$ cat src/rtl/hamming_pipe_decoder.sv
// -----------------------------------------------------------------------------
// hamming_pipe_decoder
//
// Two-stage pipelined Hamming decoder for the (2^R-1, 2^R-1-R) code family,
// with an optional extended overall-parity bit (SECDED). Stage 1 registers
// the raw codeword, its syndrome and the overall parity. Stage 2 flips the
// indicated bit, strips the parity positions and registers data plus flags.
// It also keeps saturating counts of corrected and uncorrectable words.
//
// Handshake: a transfer happens on a rising edge where valid && ready are
// both high. A producer holds valid and its payload stable until accepted.
// Ready may depend combinationally on downstream ready but never on valid.
//
// Ports:
//   clk, rst        clock, synchronous active-high reset
//   in_code         codeword; in_code[i] is position i+1; in_code[N] is the
//                   overall even-parity bit when EXT=1
//   in_valid/ready  input handshake
//   out_data        corrected data bits (non-power-of-two positions, ascending)
//   out_syndrome    syndrome of the delivered word
//   out_err_corr    a single error was corrected
//   out_err_uncorr  double error detected (EXT=1 only)
//   out_valid/ready output handshake
//   clr_cnt         synchronous clear of both counters (wins over increment)
//   corr_cnt        saturating count of delivered corrected words
//   uncorr_cnt      saturating count of delivered uncorrectable words
// -----------------------------------------------------------------------------
module hamming_pipe_decoder #(
    parameter int R     = 4,
    parameter int EXT   = 0,
    parameter int CNT_W = 16,
    localparam int N    = (1 << R) - 1,
    localparam int K    = N - R,
    localparam int W    = N + EXT
) (
    input  logic             clk,
    input  logic             rst,
    input  logic [W-1:0]     in_code,
    input  logic             in_valid,
    output logic             in_ready,
    output logic [K-1:0]     out_data,
    output logic [R-1:0]     out_syndrome,
    output logic             out_err_corr,
    output logic             out_err_uncorr,
    output logic             out_valid,
    input  logic             out_ready,
    input  logic             clr_cnt,
    output logic [CNT_W-1:0] corr_cnt,
    output logic [CNT_W-1:0] uncorr_cnt
);

    // Codeword position (1-based) that carries data bit idx.
    function automatic int data_pos(input int idx);
        int cnt;
        int pos;
        cnt = 0;
        pos = 0;
        for (int p = 1; p <= N; p++) begin
            if ((p & (p - 1)) != 0) begin
                if (cnt == idx && pos == 0) pos = p;
                cnt++;
            end
        end
        return pos;
    endfunction

    // Positions whose index has bit b set; syndrome bit b is the XOR over them.
    function automatic logic [N-1:0] syn_mask(input int b);
        logic [N-1:0] m;
        m = '0;
        for (int p = 1; p <= N; p++) begin
            if (((p >> b) & 1) != 0) m = m | (N'(1) << (p - 1));
        end
        return m;
    endfunction

    // ---------------- pipeline state ----------------
    logic             s1_valid_q, s1_valid_d;
    logic [N-1:0]     s1_code_q,  s1_code_d;
    logic [R-1:0]     s1_syn_q,   s1_syn_d;
    logic             s1_par_q,   s1_par_d;

    logic             s2_valid_q,  s2_valid_d;
    logic [K-1:0]     s2_data_q,   s2_data_d;
    logic [R-1:0]     s2_syn_q,    s2_syn_d;
    logic             s2_corr_q,   s2_corr_d;
    logic             s2_uncorr_q, s2_uncorr_d;

    logic [CNT_W-1:0] corr_cnt_q,   corr_cnt_d;
    logic [CNT_W-1:0] uncorr_cnt_q, uncorr_cnt_d;

    logic             s1_en;
    logic             s2_en;
    logic             out_fire;

    // ---------------- stage 1 combinational ----------------
    logic [R-1:0]     syn_w;
    logic             par_w;

    for (genvar b = 0; b < R; b++) begin : g_syn
        localparam logic [N-1:0] MASK = syn_mask(b);
        assign syn_w[b] = ^(in_code[N-1:0] & MASK);
    end

    // Overall parity covers all N+EXT bits; only meaningful in SECDED mode.
    assign par_w = (EXT != 0) ? ^in_code : 1'b0;

    // ---------------- stage 2 combinational ----------------
    logic             syn_nz;
    logic             apply_flip;
    logic             flag_corr;
    logic             flag_uncorr;
    logic [N-1:0]     flip_vec;
    logic [N-1:0]     fixed_code;
    logic [K-1:0]     data_strip;

    assign syn_nz = |s1_syn_q;

    always_comb begin : decode_flags
        apply_flip  = 1'b0;
        flag_corr   = 1'b0;
        flag_uncorr = 1'b0;
        if (EXT == 0) begin
            apply_flip = syn_nz;
            flag_corr  = syn_nz;
        end else begin
            // P=1 means an odd number of flips: single error, either at
            // position s or (s=0) on the overall-parity bit itself.
            apply_flip  = syn_nz && s1_par_q;
            flag_corr   = s1_par_q;
            flag_uncorr = syn_nz && !s1_par_q;
        end
    end

    // One-hot flip vector: bit s-1 set when a correction applies.
    for (genvar g = 0; g < N; g++) begin : g_flip
        assign flip_vec[g] = apply_flip && (s1_syn_q == R'(g + 1));
    end

    assign fixed_code = s1_code_q ^ flip_vec;

    for (genvar g = 0; g < K; g++) begin : g_data
        localparam int POS = data_pos(g);
        assign data_strip[g] = fixed_code[POS-1];
    end

    // ---------------- next-state logic ----------------
    always_comb begin : next_state
        s2_en    = !s2_valid_q || out_ready;
        s1_en    = !s1_valid_q || s2_en;
        in_ready = s1_en;
        out_fire = s2_valid_q && out_ready;

        s1_valid_d  = s1_valid_q;
        s1_code_d   = s1_code_q;
        s1_syn_d    = s1_syn_q;
        s1_par_d    = s1_par_q;
        s2_valid_d  = s2_valid_q;
        s2_data_d   = s2_data_q;
        s2_syn_d    = s2_syn_q;
        s2_corr_d   = s2_corr_q;
        s2_uncorr_d = s2_uncorr_q;

        if (s1_en) begin
            s1_valid_d = in_valid;
            if (in_valid) begin
                s1_code_d = in_code[N-1:0];
                s1_syn_d  = syn_w;
                s1_par_d  = par_w;
            end
        end

        if (s2_en) begin
            s2_valid_d = s1_valid_q;
            if (s1_valid_q) begin
                s2_data_d   = data_strip;
                s2_syn_d    = s1_syn_q;
                s2_corr_d   = flag_corr;
                s2_uncorr_d = flag_uncorr;
            end
        end

        corr_cnt_d   = corr_cnt_q;
        uncorr_cnt_d = uncorr_cnt_q;
        if (clr_cnt) begin
            corr_cnt_d   = '0;
            uncorr_cnt_d = '0;
        end else if (out_fire) begin
            if (s2_corr_q && (corr_cnt_q != '1))
                corr_cnt_d = corr_cnt_q + 1'b1;
            if (s2_uncorr_q && (uncorr_cnt_q != '1))
                uncorr_cnt_d = uncorr_cnt_q + 1'b1;
        end
    end

    // ---------------- registers ----------------
    always_ff @(posedge clk) begin
        if (rst) begin
            s1_valid_q   <= 1'b0;
            s1_code_q    <= '0;
            s1_syn_q     <= '0;
            s1_par_q     <= 1'b0;
            s2_valid_q   <= 1'b0;
            s2_data_q    <= '0;
            s2_syn_q     <= '0;
            s2_corr_q    <= 1'b0;
            s2_uncorr_q  <= 1'b0;
            corr_cnt_q   <= '0;
            uncorr_cnt_q <= '0;
        end else begin
            s1_valid_q   <= s1_valid_d;
            s1_code_q    <= s1_code_d;
            s1_syn_q     <= s1_syn_d;
            s1_par_q     <= s1_par_d;
            s2_valid_q   <= s2_valid_d;
            s2_data_q    <= s2_data_d;
            s2_syn_q     <= s2_syn_d;
            s2_corr_q    <= s2_corr_d;
            s2_uncorr_q  <= s2_uncorr_d;
            corr_cnt_q   <= corr_cnt_d;
            uncorr_cnt_q <= uncorr_cnt_d;
        end
    end

    assign out_valid      = s2_valid_q;
    assign out_data       = s2_data_q;
    assign out_syndrome   = s2_syn_q;
    assign out_err_corr   = s2_corr_q;
    assign out_err_uncorr = s2_uncorr_q;
    assign corr_cnt       = corr_cnt_q;
    assign uncorr_cnt     = uncorr_cnt_q;

endmodule

$ cat config.mk
export PLATFORM = sky130hd
export DESIGN_NAME = hamming_pipe_decoder
export DESIGN_NICKNAME = d
export VERILOG_FILES = /design/src/rtl/hamming_pipe_decoder.sv
export SDC_FILE = /design/constraint.sdc
export NUM_CORES = 1
export LEC_CHECK = 0
export BUFFER_PORTS_ARGS = -buffer_cell sky130_fd_sc_hd__buf_2
export CORE_ASPECT_RATIO = 1.1
export CORE_MARGIN = 2
export CORE_UTILIZATION = 30
export DETAILED_ROUTE_END_ITERATION = 7
export PLACE_DENSITY = 0.51
export SETUP_SLACK_MARGIN = 0.02
export SLEW_MARGIN = 20
export SYNTH_ARGS = -nofsm -noshare
export SYNTH_HDL_FRONTEND = slang
export SYNTH_SLANG_ARGS = --single-unit
$ cat constraint.sdc
create_clock -name clk -period 2.2 [get_ports clk]
set_input_delay 0.33 -clock clk [delete_from_list [all_inputs] [get_ports clk]]
set_output_delay 0.33 -clock clk [all_outputs]
set_load 0.01 [all_outputs]
[Yosys cells after proc, flatten, opt, wreduce, memory -nomap -nowiden]
Cells that the tools add are included.
W data, S select, Z words.
Cells by class
  add/subtract/negate cells: 1
  multiply operators: 0
  divide/modulo/power cells: 0
  magnitude comparators: 0
  eq/ne operators: 16
  shift operators: 0
  multiplexer cells: 0
  bitwise gates (word level): 1
  reduce and logical (&&, ||, !) cells: 30
Operators by type and width (number)
  $reduce_xor A15 Y1: 4
  $eq A4 B4 Y1 const B: 8
  $logic_and A1 B1 Y1: 17
  $add A16 B1 Y16 const B: 1
  $eq A4 B3 Y1 const B: 4
  $ne A16 B16 Y1 const B: 1
  $xor A15 B15 Y15: 1
  $eq A4 B2 Y1 const B: 2
  $reduce_and A2 Y1: 3
  $eq A4 B1 Y1 const B: 1
  $reduce_or A4 Y1: 1
  $logic_not A1 Y1: 2
  $logic_or A1 B1 Y1: 2
  $reduce_or A2 Y1: 1
Storage, ports and cells
  register bits: 53
  bits in latches: 0
  memory bits (writable): 0
  ROM bits: 0
  bits of input ports: 20
  output and inout port bits: 51
  logic and storage cells: 56
  memories: 0

[Depth between registers and ports, before layout]
  depth after elaboration: 4
  depth in mapped cells: 6
  gate-level depth less buffers: 5

[Least setup slack after synthesis]
Ideal clock, no wire load.
  path kind: reg2reg
  from: reg corr_cnt_q[0], in the netlist corr_cnt[0]
  to: reg corr_cnt_q[6], in the netlist corr_cnt[6]
  setup time: 70 ps
  data arrival time: 1584 ps
  data required time: 2130 ps
  slack: 546 ps
  cell stages (with the launch flop): 6
  path buffers: 0
  period minus slack after synthesis: 1654 ps
  cells stage by stage: dfxtp_1 -> ha_1 -> nand3_2 -> or2_4 -> or4_1 -> a21oi_1
Between the ends
  cells in the longest elaborated chain, start to end: 3
  elaborated cells on any way between the ends: 4
  those cells by class: 1 x add/sub; 1 x eq/ne; 2 x reduce/logical
RTL lines
  start, declared: RTL line 89  | logic [CNT_W-1:0] corr_cnt_q, corr_cnt_d;
  start signal, assigned: RTL line 220  | corr_cnt_q <= corr_cnt_d;
  branches (longest 3 deep; another with $add A16 B1 Y16)
Parallel ways; which one is timed is not known.
A chain may end at the register's enable or synchronous reset.

[Worst setup path after layout]
  from: reg s2_valid_q, in the netlist out_valid
  to: reg s2_syn_q[1], in the netlist out_syndrome[1]
Between the ends
  cells in the longest elaborated chain, start to end: 3
RTL lines
  start, declared: RTL line 83  | logic s2_valid_q, s2_valid_d;
  start signal, assigned: RTL line 215  | s2_valid_q <= s2_valid_d;
  $logic_not A1 Y1: RTL line 149  | s2_en = !s2_valid_q || out_ready;
  $logic_or A1 B1 Y1: RTL line 149
  $reduce_and A2 Y1 (no line)
  end signal, assigned: RTL line 217  | s2_syn_q <= s2_syn_d;
  end, declared: RTL line 85  | logic [R-1:0] s2_syn_q, s2_syn_d;
Every way passes these cells.

==> results_dict.tcl <==
set metrics [dict create \
    top_layer "met4" \
    cp_slowest_cell "and2_1" \
    required_ns 2.36 \
    cts.clk_slew.worst_paths_ns 0.09 \
    portBuffers 53 \
    setup_viol 0 \
    vias_per_cell 4.61 \
    synth-main-ff-cell "dfxtp_1" \
    synth.avg_cell_area_um2 8.46 \
    met1Wirelength_mm 2.56 \
    hold_viol 0 \
    drt_pass1_iterations 4 \
    yosysTopAreaCellShare_pct 39.0 \
    routed_wl_mm 5.63 \
    yosysUniqueCellTypes 40 \
    crit_path_start_kind "register" \
    clock-sinks 49 \
    vias 2108 \
    drc 0 \
    synth_top_area_cell "dfxtp_1" \
    final_nets 366 \
    layout-drive-gt1-share_pct 20.2 \
    n_antenna_cell 0 \
    reg2reg_depth 4 \
    synthArstFlopShare_pct 0 \
    grt_pass1_vias 1948 \
    yosysSeqAreaShare_pct 39.0 \
    finalCritPeriodShare_pct 80.5 \
    total_leakage_power_nw 1.11 \
    fillerInstances 887 \
    path_class "reg -> reg" \
    max_freq_mhz 565 \
    hold_buffers 0 \
    cpPeakStageDelay_ns 0.76 \
    cap_violations 0 \
    gp_congestion 0.790 \
    met3_length_um 257 \
    synth_area_leaders "dfxtp_1, xnor2_1, a211oi_1" \
    h-tree-depth 2 \
    yosys_register_bits 49 \
    utilization_pct 35.1 \
    cpLargestDelayFamily "simple AND/OR/NAND/NOR gates" \
    drt-initial-drc-count 55 \
    cts_tree "built" \
    cts_buffers 5 \
    die_x_um 91.3 \
    insertion_delay_ns 0.30 \
    worstSetupEndpointType "register" \
    hp-class "in -> reg" \
    grt_pass1_wl_mm 9.46 \
    syn_area_mm2 0.00251 \
    crit_fanout 28 \
    slew_viol_final 0 \
    crit_cells 4 \
    hold_depth 3 \
    areaGrowthSynthToFinish_pct 15.5 \
    yosys-top-cells-count "dfxtp_1, nor2_1, xnor2_1" \
    finalHoldWorstSlack_ns 0.287 \
    max_slew_margin_pct 36.6 \
    worstMarginPinSlew_ns 0.951 \
    yosys_warnings 0 \
    synth_edf_count 0 \
    cp.arrival_ns 1.93 \
    initial_core_util_pct 30.4 \
    fp.dieArea_mm2 0.00912 \
    routedWlPerCell_um 12.3 \
    yosysMostFrequentCell "dfxtp_1" \
    wl_met2_mm 2.73 \
    syn-instance-count 297 \
    overflow 0 \
    critPathBufInv 0 \
    clk_path_buf_depth 2 \
    ant_nets 0 \
    antenna_found_initial 0 \
    cts_resized 0 \
    crit_chain "or2b_1 > and2_1 > mux2i_1 > nor2_1" \
    root_buffer "clkbuf_8" \
    num_rows 35 \
    grt_max_degree 38 \
    track_usage_pct 12.7 \
    tns_ns 0 \
    outcome "finished, final reports clean" \
    clock_skew_ns 0.0103 \
    fp.dieH_um 100 \
    hpwl_mm 4.29 \
    post_cts_buffers 0 \
    ios 71 \
    ir_drop_v 0.000274 \
    rsz0062_at_grt "no" \
    fin_crit_ns 1.77 \
    core_area_mm2 0.00828 \
    power_density_mw_per_mm2 630 \
]
==> path summary, 6_finish.rpt <==
kind / startpoint / end / slack, ns
setup / recovery: out_valid / out_syndrome[1] / 0.43
hold / removal: in_code[11] / s1_code_q[11] / 0.29
setup reg to reg: out_valid / out_syndrome[1] / 0.43
hold reg to reg: s1_valid_q / out_valid / 0.46
==> flip-flops by register name, indices dropped and copies added, names as in the netlist <==
signal and cells:
s1_syn_q 4, out_data 11, out_err_corr 1, corr_cnt 16, out_syndrome 4, s1_valid_q 1, out_valid 1, s1_code_q 11
==> area by class of cell <==
cell class,count,area [um2],area share [%]
clock buffer,7,96.3,3.32
sequential,49,981,33.8
multi-input combinational,232,1400,48.3
clock inverter,1,5.00,0.172
inverter,4,15.0,0.517
tap,111,139,4.78
timing repair buffer,53,265,9.14
==> cells by family (layout without fill, tap and decap cells) <==
family / Yosys count / in the layout / synth area share, %
other: 1 / 17 / 0.149
AO/OA/AOI/OAI: 58 / 58 / 14.3
multiplexers: 6 / 6 / 2.39
AND/OR/NAND/NOR: 117 / 117 / 24.5
XOR/XNOR: 33 / 33 / 11.5
flip-flops: 49 / 49 / 39.0
buffers and inverters: 32 / 65 / 7.57
adder cells (fa/ha/maj): 1 / 1 / 0.498
==> routing by layer <==
| layer | vias to the layer above | GRT usage [%] |
|---|---|---|
| met5 | - | 0 |
| met4 | 0 | 3.85 |
| met3 | 6 | 2.63 |
| met2 | 56 | 21.8 |
| met1 | 938 | 16.1 |
| li1 | 1108 | - |
==> worst min-delay path, stage by stage <==
cell,delay [ns]
buf_2,0.11
nand2_1,0.05
a21oi_1,0.05
==> per-stage QoR <==
stage	cells	power, W	cell area (um2)	setup slack [ns]
after floorplan	313	0.00122	2570	0.546
after global placement	449	0.00128	2800	0.397
after detailed placement	449	0.00128	2800	0.357
after CTS	457	0.00186	2900	0.394
after global routing	457	0.00193	2900	0.204
final	457	0.00183	2900	0.430
==> placed cells by master, fill, tap and decap left out, drive strengths merged, types with 7 or more instances in the layout <==
| master | n |
|---|---|
| xnor2 | 33 |
| conb | 17 |
| a21oi | 25 |
| buf | 53 |
| a211oi | 17 |
| nand3 | 9 |
| nand2 | 32 |
| nor2 | 33 |
| clkbuf | 7 |
| dfxtp | 49 |
==> where the power goes <==
part,internal (W),switching (W),leakage [nW]
Sequential,0.000930,0.0000429,0.401
Combinational,0.000126,0.000153,0.660
Clock,0.000285,0.000292,0.0542
Total,0.00134,0.000489,1.11
Note: power is estimated with default switching activity, not from simulation.
